**src/rtl/stopwatch_pkg.sv**
```systemverilog
// Shared state encoding and default field geometry for the stopwatch.
package stopwatch_pkg;

    typedef enum logic [1:0] {
        ST_RUN     = 2'd0,
        ST_PAUSED  = 2'd1,
        ST_ADJUST  = 2'd2,
        ST_EXPIRED = 2'd3
    } state_t;

    localparam int FIELD_W_DEF = 6;
    localparam int MIN_MAX_DEF = 59;
    localparam int SEC_MAX_DEF = 59;

endpackage

```
**src/rtl/mod_counter.sv**
```systemverilog
// Modulo-(MAX+1) up/down field counter with preset clear and a combined
// wrap/borrow flag that asserts on the edge where the field rolls over.
module mod_counter #(
    parameter int W      = 6,
    parameter int MAX    = 59,
    parameter int PRESET = 0
) (
    input  logic         clk,
    input  logic         i_clear,
    input  logic         i_inc,
    input  logic         i_dec,
    output logic [W-1:0] o_value,
    output logic         o_carry
);

    localparam logic [W-1:0] MAX_V    = W'(MAX);
    localparam logic [W-1:0] PRESET_V = W'(PRESET);

    logic [W-1:0] r_value;

    // clear beats inc, inc beats dec
    always_ff @(posedge clk) begin
        if (i_clear) begin
            r_value <= PRESET_V;
        end else if (i_inc) begin
            r_value <= (r_value == MAX_V) ? '0 : r_value + 1'b1;
        end else if (i_dec) begin
            r_value <= (r_value == '0) ? MAX_V : r_value - 1'b1;
        end
    end

    assign o_value = r_value;
    assign o_carry = !i_clear && ((i_inc && (r_value == MAX_V)) ||
                                  (!i_inc && i_dec && (r_value == '0)));

endmodule

```
**src/rtl/stopwatch_counter.sv**
```systemverilog
// Minutes:seconds stopwatch/timer with run, pause, adjust and expired states.
// Priority per edge: rst > adj > pause > tick_1hz.
module stopwatch_counter
    import stopwatch_pkg::*;
#(
    parameter int FIELD_W    = FIELD_W_DEF,
    parameter int MIN_MAX    = MIN_MAX_DEF,
    parameter int SEC_MAX    = SEC_MAX_DEF,
    parameter int PRESET_MIN = 0,
    parameter int PRESET_SEC = 0
) (
    input  logic               clk,
    input  logic               rst,
    input  logic               tick_1hz,
    input  logic               tick_adj,
    input  logic               pause,
    input  logic               adj,
    input  logic               sel,
    input  logic               dir,
    output logic [FIELD_W-1:0] minutes,
    output logic [FIELD_W-1:0] seconds,
    output logic               paused,
    output logic               done
);

    localparam logic [FIELD_W-1:0] ONE_V = FIELD_W'(1);

    state_t               r_state;
    state_t               w_state_next;
    logic                 r_paused;
    logic                 r_done;
    logic                 w_sec_inc;
    logic                 w_sec_dec;
    logic                 w_min_adj;
    logic                 w_count_up;
    logic                 w_min_inc;
    logic                 w_min_dec;
    logic                 w_sec_carry;
    logic                 w_min_carry_unused;
    logic [FIELD_W-1:0]   w_min_value;
    logic [FIELD_W-1:0]   w_sec_value;
    logic                 w_at_zero;
    logic                 w_at_one;

    assign w_at_zero = (w_min_value == '0) && (w_sec_value == '0);
    assign w_at_one  = (w_min_value == '0) && (w_sec_value == ONE_V);

    always_comb begin
        w_state_next = r_state;
        w_sec_inc    = 1'b0;
        w_sec_dec    = 1'b0;
        w_min_adj    = 1'b0;
        w_count_up   = 1'b0;
        if (adj) begin
            w_state_next = ST_ADJUST;
            // the entry edge itself never adjusts; only ticks seen while in ADJUST do
            if ((r_state == ST_ADJUST) && tick_adj) begin
                if (sel) begin
                    w_sec_inc = 1'b1;
                end else begin
                    w_min_adj = 1'b1;
                end
            end
        end else begin
            case (r_state)
                ST_RUN: begin
                    if (pause) begin
                        w_state_next = ST_PAUSED;
                    end else if (tick_1hz) begin
                        if (!dir) begin
                            w_sec_inc  = 1'b1;
                            w_count_up = 1'b1;
                        end else if (w_at_zero) begin
                            w_state_next = ST_EXPIRED;
                        end else begin
                            w_sec_dec = 1'b1;
                            if (w_at_one) begin
                                w_state_next = ST_EXPIRED;
                            end
                        end
                    end
                end
                ST_PAUSED: begin
                    if (pause) begin
                        w_state_next = ST_RUN;
                    end
                end
                ST_ADJUST: w_state_next = ST_RUN;
                default:   w_state_next = r_state;
            endcase
        end
    end

    // seconds carry feeds minutes only while counting, never while adjusting
    assign w_min_inc = w_min_adj | (w_count_up & w_sec_carry);
    assign w_min_dec = w_sec_dec & w_sec_carry;

    mod_counter #(
        .W      (FIELD_W),
        .MAX    (SEC_MAX),
        .PRESET (PRESET_SEC)
    ) u_sec (
        .clk     (clk),
        .i_clear (rst),
        .i_inc   (w_sec_inc),
        .i_dec   (w_sec_dec),
        .o_value (w_sec_value),
        .o_carry (w_sec_carry)
    );

    mod_counter #(
        .W      (FIELD_W),
        .MAX    (MIN_MAX),
        .PRESET (PRESET_MIN)
    ) u_min (
        .clk     (clk),
        .i_clear (rst),
        .i_inc   (w_min_inc),
        .i_dec   (w_min_dec),
        .o_value (w_min_value),
        .o_carry (w_min_carry_unused)
    );

    always_ff @(posedge clk) begin
        if (rst) begin
            r_state  <= ST_RUN;
            r_paused <= 1'b0;
            r_done   <= 1'b0;
        end else begin
            r_state  <= w_state_next;
            r_paused <= (w_state_next == ST_PAUSED);
            r_done   <= (w_state_next == ST_EXPIRED);
        end
    end

    assign minutes = w_min_value;
    assign seconds = w_sec_value;
    assign paused  = r_paused;
    assign done    = r_done;

endmodule

```
**config.mk**
```make
export PLATFORM = sky130hd
export DESIGN_NAME = stopwatch_counter
export DESIGN_NICKNAME = d
export VERILOG_FILES = /design/src/rtl/stopwatch_pkg.sv /design/src/rtl/mod_counter.sv /design/src/rtl/stopwatch_counter.sv
export SDC_FILE = /design/constraint.sdc
export NUM_CORES = 1
export LEC_CHECK = 0
export CORE_MARGIN = 2
export CORE_UTILIZATION = 47
export DETAILED_ROUTE_END_ITERATION = 7
export PLACE_DENSITY_LB_ADDON = 0.3
export SETUP_SLACK_MARGIN = 0.3
export SLEW_MARGIN = 10
export SYNTH_ARGS = -nofsm -noshare
export SYNTH_HDL_FRONTEND = slang
export SYNTH_HIERARCHICAL = 1
export SYNTH_SLANG_ARGS = --single-unit
```
**constraint.sdc**
```tcl
create_clock -name clk -period 2.98 [get_ports clk]
set_clock_uncertainty 0.1 [all_clocks]
set_input_delay 0.447 -clock clk [delete_from_list [all_inputs] [get_ports clk]]
set_output_delay 0.447 -clock clk [all_outputs]
set_load 0.02 [all_outputs]
```
==> flow_metrics.tcl <==
set metrics [dict create \
    status "completed" \
    cts_tree "done" \
    hp-class "reg -> reg" \
    cts-root-buf "clkbuf_4" \
    power_frac_seq_pct 53.9 \
    drtIter0Drc 79 \
    clk_pin_slew_ps 90 \
    worst_ep_required_time_ps 3100 \
    drc_errors 0 \
    cts.sinks 16 \
    wirelength_um 3723 \
    cts_buffer_depth 2 \
    synth_cells 164 \
    clock_latency_ps 280 \
    power-per-cell-area_nw_per_um2 235.4 \
    crit_path_start_kind "input port" \
    maxSlewViolCount 0 \
    pwr-share-comb_pct 18.8 \
    die_x_um 55.62 \
    synthToLayoutAreaGrowth_pct 41.26 \
    dp_cells 227 \
    relSlewSlack_pct 69.36 \
    rsz0062_at_grt "true" \
    cp_max_fo 10 \
    crit_path_start "dir" \
    fin_ws_ps 271.7 \
    nFillCells 191 \
    leakage_uw 0.0006426 \
    grt_first_pass_wirelength_um 6175 \
    min_from "r_state[1]$_SDFF_PP0_" \
    first_global_vias 1368 \
    report.final.hold_viol_count 0 \
    setup_viol 0 \
    hpwl_um 2592 \
    whs_endpoint "paused$_SDFF_PP0_" \
    numPortBuffers 21 \
    power_switching_uw 113.0 \
    cp-end-kind "register" \
    drive_gt1_share_pct 26.21 \
    std_cell_rows 18 \
    synth_nets 178 \
    place_congestion 0.9253 \
    r2r-end "u_min/o_value[0]$_SDFFE_PP0P_" \
    ir_drop_mv 0.2620 \
    crit_type "in -> reg" \
    mostFrequentLayoutCell "buf_4" \
    final_util_pct 70.77 \
    vias_per_cell 6.199 \
    dr.pass1.iters 4 \
    grt_start_max_net_pins 17 \
    crit_arrival_ps 2830 \
    die_h_um 55.62 \
    drv_cap 0 \
    r2r_start "r_state[1]$_SDFF_PP0_" \
    worst_pin_slew_ps 455.4 \
    grt_overflow 0 \
    ys_warn_count 6 \
    synth_area_per_cell_um2 7.637 \
    min_period_ps 2708 \
    syn_area_um2 1252 \
    die-area_um2 3094 \
    clockPowerShare_pct 27.3 \
    swShare_pct 27.15 \
    fin_nets 222 \
    final_cells 236 \
    htree_levels 1 \
    cts_hold_buf 0 \
    dp_slack_ps -272.5 \
    start_util_pct 50.10 \
    max_freq_mhz 369.2 \
    rr_worst_depth 13 \
    whs_path_depth 1 \
    p_int_uw 303.4 \
    io_pins 22 \
    core_area_um2 2500 \
    post_drt_wl_per_cell_um 15.78 \
    ant_nets 0 \
    antennaDiodeCount 0 \
    r2r_setup_slack_ps 280 \
    antenna_found_initial 0 \
    period_share_pct 90.88 \
    dr_total_vias 1463 \
    grtUsageTotal_pct 24.11 \
    numCtsBuffers 3 \
    final_cell_mix "buf_4, clkdlybuf4s50_1, dfxtp_1, nor2_1" \
]
## routing by layer
metal	GRT usage, %	wire length, µm
met1	32.76	1672
met2	38.44	1716
met3	5.116	268
met4	6.969	65
met5	0	0
## sequential cells by signal, summed over array words and instances, names as in the netlist
| signal | count |
|---|---|
| done | 1 |
| paused | 1 |
| u_sec/o_value | 6 |
| r_state | 2 |
| u_min/o_value | 6 |
## through the flow
stage	area [µm²]	hold slack [ps]	total power, µW	TNS, ps
4_1_cts	1718	482.1	415.4	0
6_report	1769	373.8	416.4	0
3_3_place_gp	1652	472.5	300.1	-610.0
5_1_grt	1769	389.8	437.3	0
2_1_floorplan	1314	416.1	266.3	0
3_5_place_dp	1652	470.3	302.5	-1289
## worst max path at each step
| stage | to | slack [ps] | cells past startpoint |
|---|---|---|---|
| 2_1_floorplan | u_min/o_value[5]$_SDFFE_PP0P_ | 210 | 14 |
| 3_3_place_gp | u_min/o_value[0]$_SDFFE_PP0P_ | -150 | 14 |
| 3_5_place_dp | u_min/o_value[0]$_SDFFE_PP0P_ | -270 | 14 |
| 4_1_cts | u_min/o_value[0]$_SDFFE_PP0P_ | 300 | 14 |
| 5_1_grt | u_min/o_value[0]$_SDFFE_PP0P_ | 70 | 13 |
| 6_report | u_min/o_value[0]$_SDFFE_PP0P_ | 270 | 13 |
## cell type report
cell class | count | area (µm²) | area share, %
Inverter | 8 | 30.03 | 1.697
Clock buffer | 3 | 22.52 | 1.273
Timing Repair Buffer | 50 | 421.7 | 23.83
Multi-Input combinational cell | 129 | 932.1 | 52.69
Sequential cell | 16 | 325.3 | 18.39
Tap cell | 30 | 37.54 | 2.122
## power groups by stage
stage               sequential [µW]  combinational (µW)  clock [µW]
floorplan                       230                36.1           0
global placement                229                70.7           0
detailed placement              230                72.9           0
CTS                             225                74.1         117
global route                    225                83.8         128
finish                          225                78.2         114
## timing repair
action / 4_1_cts / 5_1_grt
buffers inserted: 2 / 4
setup endpoints to repair: 6 / 6
pin swaps: 4 / 12
gates resized for setup: 7 / 11
## critical path, cell delays in order
cell and delay [ps]:
clkdlybuf4s50_1 470, and3b_2 220, a41o_1 230, buf_4 190, nor2b_4 120, a21oi_2 60
nor2_2 170, nand4_1 120, a21oi_2 130, buf_4 140, nor2_1 40, or3_1 340
a21oi_1 140
(Power assumes the default switching activity.)
